## src/rtl/code_pkg.sv

```systemverilog
// Shared types and constants for the combination-lock code player.
package code_pkg;

  typedef enum logic [1:0] {
    IDLE  = 2'd0,
    PRESS = 2'd1,
    GAP   = 2'd2
  } state_e;

  localparam logic [1:0] SW1_D = 2'd0;
  localparam logic [1:0] SW2_D = 2'd1;
  localparam logic [1:0] SW3_D = 2'd2;
  localparam logic [1:0] SW4_D = 2'd3;

  // SW1,SW1,SW2,SW3,SW4 with digit 0 in the low bits.
  localparam logic [9:0] DEFAULT_CODE = 10'h390;

  function automatic logic [3:0] digit_onehot(input logic [1:0] d);
    return 4'b0001 << d;
  endfunction

  function automatic int unsigned max_u(input int unsigned a, input int unsigned b);
    return (a > b) ? a : b;
  endfunction

endpackage

```

## src/rtl/code_player_phase_timer.sv

```systemverilog
// Loadable down-counter that times both the press and gap phases.
module phase_timer #(
  parameter int unsigned W = 4
) (
  input  logic         clk,
  input  logic         rst,
  input  logic         load,
  input  logic [W-1:0] value,
  output logic         zero
);

  logic [W-1:0] cnt_q;

  always_ff @(posedge clk) begin
    if (rst) begin
      cnt_q <= '0;
    end else if (load) begin
      cnt_q <= value;
    end else if (cnt_q != '0) begin
      cnt_q <= cnt_q - 1'b1;
    end
  end

  assign zero = (cnt_q == '0);

endmodule

```

## src/rtl/code_player.sv

```systemverilog
// Replays a stored digit sequence as timed one-hot press/release activity
// on the four lock switch lines.
module code_player
  import code_pkg::*;
#(
  parameter int unsigned CODE_LEN     = 5,
  parameter int unsigned PRESS_CYCLES = 12_000_000,
  parameter int unsigned GAP_CYCLES   = 12_000_000
) (
  input  logic                  clk,
  input  logic                  rst,
  input  logic                  start,
  input  logic [2*CODE_LEN-1:0] code,
  output logic [3:0]            sw,
  output logic                  busy,
  output logic                  done
);

  localparam int unsigned TW = $clog2(max_u(PRESS_CYCLES, GAP_CYCLES) + 1);
  localparam int unsigned IW = (CODE_LEN > 1) ? $clog2(CODE_LEN) : 1;

  localparam logic [TW-1:0] PRESS_LD = TW'(PRESS_CYCLES - 1);
  localparam logic [TW-1:0] GAP_LD   = TW'(GAP_CYCLES - 1);
  localparam logic [IW-1:0] LAST_IDX = IW'(CODE_LEN - 1);

  state_e                state_q;
  logic [2*CODE_LEN-1:0] shift_q;
  logic [2*CODE_LEN-1:0] shift_d;
  logic [IW-1:0]         idx_q;
  logic [3:0]            sw_q;
  logic                  busy_q;
  logic                  done_q;

  logic                  tmr_load;
  logic [TW-1:0]         tmr_value;
  logic                  tmr_zero;

  phase_timer #(.W(TW)) u_timer (
    .clk   (clk),
    .rst   (rst),
    .load  (tmr_load),
    .value (tmr_value),
    .zero  (tmr_zero)
  );

  assign shift_d = shift_q >> 2;

  // Timer reloads happen on the same edges as the FSM phase changes.
  always_comb begin
    tmr_load  = 1'b0;
    tmr_value = '0;
    unique case (state_q)
      IDLE: begin
        if (start) begin
          tmr_load  = 1'b1;
          tmr_value = PRESS_LD;
        end
      end
      PRESS: begin
        if (tmr_zero) begin
          tmr_load  = 1'b1;
          tmr_value = GAP_LD;
        end
      end
      GAP: begin
        if (tmr_zero && (idx_q != LAST_IDX)) begin
          tmr_load  = 1'b1;
          tmr_value = PRESS_LD;
        end
      end
      default: begin
        tmr_load  = 1'b0;
        tmr_value = '0;
      end
    endcase
  end

  always_ff @(posedge clk) begin
    if (rst) begin
      state_q <= IDLE;
      shift_q <= '0;
      idx_q   <= '0;
      sw_q    <= '0;
      busy_q  <= 1'b0;
      done_q  <= 1'b0;
    end else begin
      done_q <= 1'b0;
      unique case (state_q)
        IDLE: begin
          if (start) begin
            shift_q <= code;
            idx_q   <= '0;
            sw_q    <= digit_onehot(code[1:0]);
            busy_q  <= 1'b1;
            state_q <= PRESS;
          end
        end
        PRESS: begin
          if (tmr_zero) begin
            sw_q    <= '0;
            state_q <= GAP;
          end
        end
        GAP: begin
          if (tmr_zero) begin
            if (idx_q == LAST_IDX) begin
              busy_q  <= 1'b0;
              done_q  <= 1'b1;
              state_q <= IDLE;
            end else begin
              // Decode from the advanced register so sw lines up with the new digit.
              idx_q   <= idx_q + 1'b1;
              shift_q <= shift_d;
              sw_q    <= digit_onehot(shift_d[1:0]);
              state_q <= PRESS;
            end
          end
        end
        default: begin
          sw_q    <= '0;
          busy_q  <= 1'b0;
          state_q <= IDLE;
        end
      endcase
    end
  end

  assign sw   = sw_q;
  assign busy = busy_q;
  assign done = done_q;

endmodule
```

## config.mk

```make
export PLATFORM = sky130hd
export DESIGN_NAME = code_player
export DESIGN_NICKNAME = d
export VERILOG_FILES = /design/src/rtl/code_pkg.sv /design/src/rtl/code_player_phase_timer.sv /design/src/rtl/code_player.sv
export SDC_FILE = /design/constraint.sdc
export NUM_CORES = 1
export LEC_CHECK = 0
export ABC_AREA = 1
export ABC_CLOCK_PERIOD_IN_PS = 1500
export BUFFER_PORTS_ARGS = -buffer_cell sky130_fd_sc_hd__clkbuf_2
export CAP_MARGIN = 30
export CORE_AREA = 2 2 72 74
export CTS_CLUSTER_DIAMETER = 50
export CTS_CLUSTER_SIZE = 8
export DETAILED_ROUTE_END_ITERATION = 16
export DIE_AREA = 0 0 74 76
export PLACE_DENSITY = 0.77
export REMOVE_ABC_BUFFERS = 1
export SYNTH_ARGS = -nofsm -noshare
export SYNTH_HDL_FRONTEND = slang
export SYNTH_SLANG_ARGS = --single-unit
```

## constraint.sdc

```tcl
create_clock -name clk -period 1.5 [get_ports clk]
set_input_delay 0.15 -clock clk [delete_from_list [all_inputs] [get_ports clk]]
set_output_delay 0.15 -clock clk [all_outputs]
set_load 0.01 [all_outputs]
```

### Word level (Yosys, flattened, before mapping)

Index checks and enable logic that the tools add are counted.
W data, S select, Z words.

* multipliers: 0
* div/mod/pow operators: 0
* eq/ne operators: 9
* add/sub/neg operators: 2
* bitwise operators: 3
* reduce and logical (&&, ||, !) cells: 11
* mux-type cells: 33
* shift operators: 2
* order comparisons: 0

Operators by type and width (count)
* $mux W24: 5
* $pmux W24 S3: 1
* $mux W10: 3
* $logic_not A24 Y1: 1
* $reduce_bool A24 Y1: 1
* $sub A24 B1 Y24 const B: 1
* $pmux W10 S2: 1
* $mux W4: 4
* $pmux W4 S3: 1
* $reduce_and A4 Y1: 3
* $ne A2 B2 Y1 const B: 5
* $mux W3: 3
* $mux W1: 8
* $shl A1 B2 Y4 const A: 2
* $mux W2: 3
* $pmux W1 S3: 2
* $pmux W2 S3: 1
* $pmux W3 S2: 1
* $reduce_bool A2 Y1: 2
* $add A3 B1 Y3 const B: 1
* $eq A3 B3 Y1 const B: 1
* $ne A3 B3 Y1 const B: 1
* $not A1 Y1: 3
* $reduce_and A3 Y1: 1
* other kinds (5): 5

* flip-flop bits (word level): 45
* latch bits: 0
* input bits: 13
* word-level logic and storage cells: 67
* output and inout bits: 6
* ROM bits: 0
* memories: 0
* bits in writable memories: 0

### Logic depth before layout (Yosys ltp)

* word-level depth: 5
* mapped depth: 11
* gate-level depth less buffers: 11

### Hierarchy

From an unflattened synthesis, not the netlist that was laid out.

* cells, all modules: 432
* area total of the unflattened synthesis: 2797.7 µm²

By module, submodules not included
* phase_timer: times used 1, cells an instance 277, area each 1774.2 µm²
* code_player: times used 1, cells an instance 155, area each 1023.5 µm²

### Worst setup path after synthesis

OpenSTA, ideal clock, no wires.

* path kind: flip-flop to flip-flop
* start: reg u_timer.cnt_q[0]
* end: reg shift_q[4]
* path slack: -0.028 ns
* required time: 1.361 ns
* cell stages (with the launch flop): 11
* arrival: 1.389 ns
* path buffers: 1
* clock period less this slack: 1.528 ns
* cell sequence: dfxtp_1 inv_1 ha_1 nand2_1 nor2_4 nand3_4 nand2_4 nand3_2 buf_4 nand2_1 a21oi_1

* word-level cells in the longest chain between the ends: 3

RTL lines
* start: declaration: RTL line code_player_phase_timer.sv:12 `logic [W-1:0] cnt_q;`
* start signal: assignment: RTL line code_player_phase_timer.sv:18 `cnt_q <= value;`
* start signal: assignment: RTL line code_player_phase_timer.sv:20 `cnt_q <= cnt_q - 1'b1;`
* $logic_not A24 Y1: RTL line code_player_phase_timer.sv:24 `assign zero = (cnt_q == '0);`
* $ne A2 B2 Y1 (no source line)
* $reduce_and A4 Y1 (no source line)
* end signal: assignment: RTL line code_player.sv:91 `shift_q <= code;`
* end signal: assignment: RTL line code_player.sv:113 `shift_q <= shift_d;`
* end: declaration: RTL line code_player.sv:27 `logic [2*CODE_LEN-1:0] shift_q;`

No other way between the ends.
A chain may end at the register's enable or synchronous reset.

### Worst setup path in the final report

* start: reg u_timer.cnt_q[9]
* end: reg u_timer.cnt_q[10]

* word-level cells in the longest chain between the ends: 5

RTL lines
* parallel branches: the longest is 5 deep, another holds $sub A24 B1 Y24

Parallel ways; which one is timed is not known. The select of a mux whose other input is x is not followed.

==> metrics.txt <==
CP max FO 3; Rows 26; Syn. warnings 0; average wire per standard cell 17.0 µm; largest family of logic cells by synthesized area simple AND/OR/NAND/NOR gates; DRC 0; first-pass GRT wire length 12700 µm; CP Capture Type flip-flop; Slew Limit Fails 0; Seq/Total Area, Yosys 33.6%; routed vias/inst 5.67; post-synthesis simple-gate area fraction around 43%; Critical Path AT between 1.5 and 2 ns; top post-synthesis cells by area dfxtp_1 (34%), nand2_1 (13%), nor2_1 (8.8%); VDD IR max 0.578 mV; IO Port Bufs 18; hold crit path type primary input to flip-flop; IO Pins 19; clk_lat worst skew 0.31 ns; critical path required time 1.75 ns; FF-to-FF setup slack -0.16 ns; Synth Area in Adders 1.95%; final hold vios 0; Post-Syn Area between 2000 and 3000 µm²; Die X 74 µm; Clock transition at path regs 0.09 ns; post-synth top area cell dfxtp_1; initial antenna violation count 0; final setup vio count 42; Syn Area/Cell a little under 7 µm²; Layout Nets slightly below 500; post-route minimum period roughly 1.7 ns; ANT cells 0; Slew Limit Headroom 68.1%; final instance area approximately 3800 µm²; maximum clock path buffer count 2; GR Util All Layers 29.3%; count leader, synth nand2_1; achievable frequency 602 MHz; Syn-to-layout area delta 47.5%; ys flop type dfxtp_1; crit share post-route 111%; Die Area 5620 µm²; die height 76 µm; TritonCTS buffer count 5; ys async rst share 0%; Antenna Violating Nets Remaining 0; status complete, but fails checks; number of synthesized flops with an enable pin 0; TritonCTS clock tree built; hpwl dp 4820 µm; CP startpoint kind flip-flop; power density cells 958 nW/µm²; flops & latches, synth between 40 and 50; DR vias 3032; vias in the first global route 2766; H-tree levels 2; max-cap check violation count 0; First-pass DRT Iterations 8; total power draw 3620 µW; Setup Skew 0.00599 ns; top cell type's share of synthesized area roughly 34%; Placer Congestion 0.941; XOR/XNOR Fraction of Synth Area 4.44%; grt total ovfl 0; Worst Tran Pin Value 0.478 ns; leakage power figure 0.00169 µW; Initial Util 52.2%; most common library cells after synthesis nand2_1 (89), nor2_1 (60), dfxtp_1 (43); mux cell area share after synthesis 0%; Synth Area in Compound Gates 9.13%; unrepaired setup endpoints after global routing yes; worst setup path class flip-flop to flip-flop; synth unique cells 36; layout cells sized above 1 48.6%; final setup margin -0.161 ns; Clock Sinks 43; violated checks setup timing; largest net degree at the start of global routing 17; CTS root buffer clkbuf_8; final WL 9090 µm; Gate Count Post-Synth 372; Area after DPL around 3100 µm²; core area between 4000 and 5000 µm²; DRT iter0 DRCs 359
## worst max-delay path: stages (launching register included)
cell and delay [ns]:
dfxtp_2 0.35, nor2_4 0.13, buf_4 0.12, buf_4 0.09, buf_4 0.09, nand2_2 0.10
nor2_4 0.15, nand2_2 0.07, xor2_1 0.15, nor2_1 0.16, nand2_1 0.07, nor2_1 0.11
## final cells by class
cell class                 count  area (µm²)
sequential                    43         880
inverter                      37         144
fill                         312        1130
multi-input combinational    287        1900
tap                           70        87.6
clock buffer                   6        82.6
clock inverter                 2        16.3
timing repair buffer          90         674
## cell families (layout without fill, tap and decap cells)
kind of cell               count (synthesis)  count (layout)
adders and majority gates                  4               4
xor gates and xnor gates                  13              13
DFF                                       43              43
and+or+nand+nor                          231             233
AOI/OAI and AO/OA                         36              37
buffers and inverters                     45             135
## layer usage
metal / wire, µm / track usage (%)
met5: 0 / 0
met4: 621 / 15.8
met3: 685 / 4.63
met2: 4580 / 51.6
met1: 3200 / 32.8
## report_power, final
| part | internal [µW] | total (µW) | switching [µW] | leakage, µW |
|---|---|---|---|---|
| clock network | 376 | 814 | 438 | 0.0000474 |
| logic | 614 | 1460 | 845 | 0.00128 |
| registers | 1250 | 1350 | 99.8 | 0.000359 |
## through the flow
| stage | util (%) | instances | setup TNS (ns) | hold slack, ns | setup slack, ns |
|---|---|---|---|---|---|
| 2_1_floorplan | - | 364 | 0 | 0.212 | 0.000586 |
| 3_3_place_gp | 62.8 | 502 | -2.98 | 0.390 | -0.122 |
| 3_5_place_dp | 62.8 | 502 | -3.34 | 0.402 | -0.174 |
| 4_1_cts | 71.7 | 528 | -0.344 | 0.0611 | -0.0451 |
| 5_1_grt | 77.0 | 535 | -6.34 | 0.100 | -0.218 |
| 6_report | 77.0 | 535 | -3.61 | 0.0653 | -0.161 |
## sequential cells by signal, summed over array words and instances, names as in the netlist
register	cells
u_timer.cnt_q	24
shift_q	8
sw	4
idx_q	3
state_q	2
busy	1
done	1
## cell usage in the layout, fill, tap and decap left out, types with 12 or more instances in the layout
| master | Yosys | routed |
|---|---|---|
| nor2_1 | 60 | 37 |
| buf_4 | 1 | 65 |
| a21oi_1 | 18 | 15 |
| dfxtp_1 | 43 | 28 |
| nand2_1 | 89 | 74 |
| dfxtp_2 | 0 | 15 |
| nand2_2 | 7 | 20 |
| a21oi_2 | 10 | 12 |
| nand3_1 | 28 | 22 |
| nor2_4 | 4 | 26 |
| nor2_2 | 19 | 20 |
| clkbuf_2 | 0 | 18 |
| inv_1 | 32 | 28 |
## what timing repair did
action                     in CTS  in global routing
cloned                          3                  0
buffers inserted               15                  7
setup endpoints to repair      37                 42
gates resized for setup        58                 54
hold buffers                    0                  0
pin swaps                      25                 28
## path summary, 6_finish.rpt
check / cells after the start / to / from
setup / recovery: 11 / u_timer.cnt_q[10] / u_timer.cnt_q[9]
hold / removal: 3 / shift_q[8] / code[8]
setup reg to reg: 11 / u_timer.cnt_q[10] / u_timer.cnt_q[9]
hold reg to reg: 2 / busy / busy
Note: power is estimated with default switching activity, not from simulation.
